<file path="config.mk">
export PLATFORM = sky130hd
export DESIGN_NAME = state_arbiter
export DESIGN_NICKNAME = d
export VERILOG_FILES = /design/src/rtl/state_arbiter.sv
export SDC_FILE = /design/constraint.sdc
export NUM_CORES = 1
export LEC_CHECK = 0
export ABC_AREA = 1
export CORE_MARGIN = 4
export CORE_UTILIZATION = 45
export DETAILED_ROUTE_END_ITERATION = 16
export MAX_ROUTING_LAYER = met4
export PLACE_DENSITY = 0.73
export REMOVE_ABC_BUFFERS = 1
export SYNTH_ARGS = -nofsm -noshare
export SYNTH_HDL_FRONTEND = slang
export SYNTH_SLANG_ARGS = --single-unit
</file>
<file path="constraint.sdc">
create_clock -name clk -period 3.5 [get_ports clk]
set_clock_uncertainty 0.1 [all_clocks]
set_input_delay 0.7 -clock clk [delete_from_list [all_inputs] [get_ports clk]]
set_output_delay 0.7 -clock clk [all_outputs]
set_load 0.01 [all_outputs]
</file>
<file path="src/rtl/state_arbiter.sv">
// rtl/state_arbiter.sv - round-robin arbiter granting one of four requesters ownership of the shared state machines
// Optional hold-limit timeout: define ARB_TIMEOUT_EN to enable the hold counter and timeout pulse.
module state_arbiter #(
  parameter int HOLD_CYCLES = 8
) (
  input  logic       clk,
  input  logic       reset_n,
  input  logic [3:0] req,
  output logic [3:0] grant,
  output logic [3:0] state_inputs,
  output logic [1:0] grant_id,
  output logic       busy,
  output logic       timeout
);

  typedef enum logic [1:0] {
    IDLE    = 2'd0,
    GRANT   = 2'd1,
    RELEASE = 2'd2
  } state_t;

  state_t     state;
  logic [1:0] ptr;
  logic [1:0] pick_id;
  logic       owner_req;

  // Elaboration-time guard on the hold length range
  if (HOLD_CYCLES < 2 || HOLD_CYCLES > 255) begin : g_hold_range
    $error("state_arbiter: HOLD_CYCLES must be in 2..255");
  end

`ifdef ARB_TIMEOUT_EN
  localparam logic [7:0] HOLD_LIMIT = 8'(HOLD_CYCLES - 1);
  logic [7:0] hold;
`else
  assign timeout = 1'b0;
`endif

  // Round-robin pick: scan upward from ptr; the lowest offset with a request wins
  always_comb begin
    pick_id = ptr;
    for (int k = 3; k >= 0; k--) begin
      if (req[ptr + 2'(k)]) begin
        pick_id = ptr + 2'(k);
      end
    end
  end

  assign owner_req    = req[grant_id];
  assign state_inputs = grant;

  // Arbiter FSM with registered grant, owner index, busy and timeout
  always_ff @(posedge clk or negedge reset_n) begin
    if (!reset_n) begin
      state    <= IDLE;
      ptr      <= 2'd0;
      grant    <= 4'd0;
      grant_id <= 2'd0;
      busy     <= 1'b0;
`ifdef ARB_TIMEOUT_EN
      hold     <= 8'd0;
      timeout  <= 1'b0;
`endif
    end else begin
`ifdef ARB_TIMEOUT_EN
      timeout <= 1'b0;
`endif
      case (state)
        IDLE, RELEASE: begin
          if (|req) begin
            state    <= GRANT;
            grant    <= 4'b0001 << pick_id;
            grant_id <= pick_id;
            busy     <= 1'b1;
            ptr      <= pick_id + 2'd1;
`ifdef ARB_TIMEOUT_EN
            hold     <= 8'd0;
`endif
          end else begin
            state <= IDLE;
            grant <= 4'd0;
            busy  <= 1'b0;
          end
        end
        GRANT: begin
          // A voluntary release wins over a simultaneous hold-limit expiry
          if (!owner_req) begin
            state <= RELEASE;
            grant <= 4'd0;
            busy  <= 1'b0;
          end
`ifdef ARB_TIMEOUT_EN
          else if (hold == HOLD_LIMIT) begin
            state   <= RELEASE;
            grant   <= 4'd0;
            busy    <= 1'b0;
            timeout <= 1'b1;
          end else begin
            hold <= hold + 8'd1;
          end
`endif
        end
        default: begin
          state <= IDLE;
          grant <= 4'd0;
          busy  <= 1'b0;
        end
      endcase
    end
  end

endmodule

</file>
==> results.cfg <==
[outcome]
status = finished clean

[worst_setup_path]
crit_type = flop to output pin
cp_top_family = buffers and inverters
path_cells = clkdlybuf4s50_1
timing.rr.end = ptr[1]$_DFFE_PN0P_
worstPathArrival_ns = 1.30
r2r_slack_ns = 1.84
rr_worst_depth = 11
critical_path_depth = 1
worst_ep_required_time_ns = 2.70
crit_start = grant_id[0]$_DFFE_PN0P_
cp_max_fo = 6
crit_path_start_kind = flop
cp-end-kind = output pin
slowest_stage = clkdlybuf4s50_1
crit_path_max_incr_delay_ns = 0.58
critPathBufInv = 1
r2r-start = ptr[0]$_DFFE_PN0P_
cp-endpoint = grant_id[0]

[place]
dp_hpwl_um = 1190
dpl.cell_count = 131
gp_congestion = 0.839
port_buffers = 16

[drt]
wl_per_cell_um = 11.4
vias_per_cell = 5.01
wl_met2_um = 712
topRoutingLayerUsed = met4
firstDrtPassIters = 4
wl_met3_um = 70
wl_met1_um = 729
postRouteAntennaNets = 0
drc = 0
wl_um = 1530
routed-via-count = 677
drt_iter0_markers = 9

[cells_and_area]
drive_above_1_share = 0.235
fin_cells = 135
n_antenna_cell = 0
fin_nets = 126
fin_util = 0.588
final_common_cell = nand2_1
syn2layout_area_growth_pct = 20.8
final_cell_mix = 33 x nand2_1, 16 x clkdlybuf4s50_1, 15 x nand2_2, 12 x inv_1, 11 x dfrtp_1

[floorplanning]
initial_core_util = 0.487
rows = 14
coreArea_mm2 = 0.00156
dieWidth_um = 49.1
dieArea_mm2 = 0.00241
die_y_um = 49.1
io_pins = 18

[timing]
maxSlewViolCount = 0
worstMarginPinSlew_ns = 0.538
relSlewSlack = 0.640
fin_tns_setup_ns = 0
setup_viol = 0
layout_worst_path_cycle_share = 0.599
fmax_ghz = 0.477
rsz0062_at_grt = false
whs_ns = 0.380
hold_viol = 0
layout_min_cycle_time_ns = 2.10

[worst_hold_path]
hold_class = flop to flop
holdCritStartpoint = state[1]$_DFFE_PN0P_

[synth]
syn_area_um2 = 759
avgSynthCellArea_um2 = 7.23
yosys_warnings = 0
synth.distinct_cells = 23
netlist_instances = 105
synth.yosys.seq_area_share = 0.362
ys_ff_latch = 11

[global_routing]
grt_max_degree = 12
grt_pass1_wl_um = 2820
antenna_found_initial = 0
gr-total-overflow = 0
first_global_vias = 677
grtUsageTotal = 0.151

[power_and_ir_drop]
cellLeakagePower_nw = 0.483
ir_drop_mv = 0.455
p_per_area_mw_per_mm2 = 983

[flow_run]
cap_violations = 0

[clock_network]
clk_latency_ns = 0.27
post-cts-setup-buffers = 0
clk_pin_slew_ns = 0.07
cts_buffers = 3
clk_path_buf_depth = 2
cts_tree = built
cts-hold-fix-buffers = 0
clockRootBuffer = clkbuf_4
cts.sinks = 11
cts_resized = 0
htree_levels = 1
[state kept, by name (all words and copies together) (netlist names)]
| signal | flops |
|---|---|
| state | 2 |
| ptr | 2 |
| grant | 4 |
| grant_id | 2 |
| busy | 1 |
[Yosys cell counts]
| cell | instances | area [um2] |
|---|---|---|
| inv_1 | 12 | 45.0 |
| o21ai_0 | 3 | 15.0 |
| or2_2 | 1 | 6.26 |
| buf_4 | 5 | 37.5 |
| nand4_1 | 2 | 12.5 |
| dfrtp_1 | 11 | 275 |
| buf_6 | 1 | 11.3 |
| inv_8 | 1 | 11.3 |
| o21ai_1 | 2 | 10.0 |
| nor2_2 | 1 | 6.26 |
| nor3_1 | 1 | 5.00 |
| nor4_1 | 1 | 6.26 |
| nand3_2 | 3 | 30.0 |
| clkinv_2 | 1 | 5.00 |
| nand2_1 | 33 | 124 |
| o21ai_2 | 1 | 8.76 |
| conb_1 | 1 | 3.75 |
| a21oi_1 | 2 | 10.0 |
| nand3_1 | 5 | 25.0 |
| nand2_2 | 15 | 93.8 |
| nor3_2 | 1 | 10.0 |
| inv_2 | 1 | 3.75 |
| nor2_1 | 1 | 3.75 |
[metal layers]
metal / track usage / vias to the layer above
met3: 0.0398 / 2
met2: 0.225 / 17
li1: - / 349
met1: 0.194 / 309
met4: 0.0569 / 0
met5: - / -
[power by group]
| part | leakage (nW) | internal [mW] | total [mW] | switching [mW] |
|---|---|---|---|---|
| clock network | 0.0150 | 0.0441 | 0.0854 | 0.0413 |
| logic | 0.330 | 0.229 | 0.571 | 0.343 |
| registers | 0.138 | 0.183 | 0.245 | 0.0623 |
[logic make-up (layout without fill, tap and decap cells)]
group / after synthesis / in the layout / synth area share
AO/OA/AOI/OAI: 8 / 8 / 0.0577
buffers and inverters: 21 / 35 / 0.150
flip-flops: 11 / 11 / 0.362
other: 1 / 1 / 0.00494
AND/OR/NAND/NOR: 64 / 64 / 0.425
[how the worst min path moves through the flow]
stage | to | slack, ns | cells past startpoint
after floorplan | busy$_DFFE_PN0P_ | 0.30 | 0
after global placement | state[1]$_DFFE_PN0P_ | 0.34 | 1
after detailed placement | busy$_DFFE_PN0P_ | 0.36 | 2
after CTS | state[1]$_DFFE_PN0P_ | 0.38 | 1
after global routing | state[1]$_DFFE_PN0P_ | 0.41 | 1
final | state[1]$_DFFE_PN0P_ | 0.38 | 1
[worst register-to-register path: cells and delay by family, from the launching register on]
| family | cells | cell delay, ns |
|---|---|---|
| buffers and inverters | 1 | 0.09 |
| and+or+nand+nor | 10 | 0.77 |
| DFF | 1 | 0.57 |
[area by class of cell]
type	instances	area, um2
fill	147	642
multi-input combinational	73	370
sequential	11	275
timing repair buffer	16	160
inverter	15	65.1
clock buffer	4	26.3
tap	16	20.0
[metrics by stage]
| step | setup slack, ns | area [um2] | power, mW |
|---|---|---|---|
| 2_1_floorplan | 1.87 | 711 | 0.649 |
| 3_3_place_gp | 1.20 | 891 | 0.810 |
| 3_5_place_dp | 1.21 | 891 | 0.817 |
| 4_1_cts | 1.40 | 917 | 0.911 |
| 5_1_grt | 1.31 | 917 | 0.997 |
| 6_report | 1.40 | 917 | 0.901 |
Power figures use the tool's default switching activity.
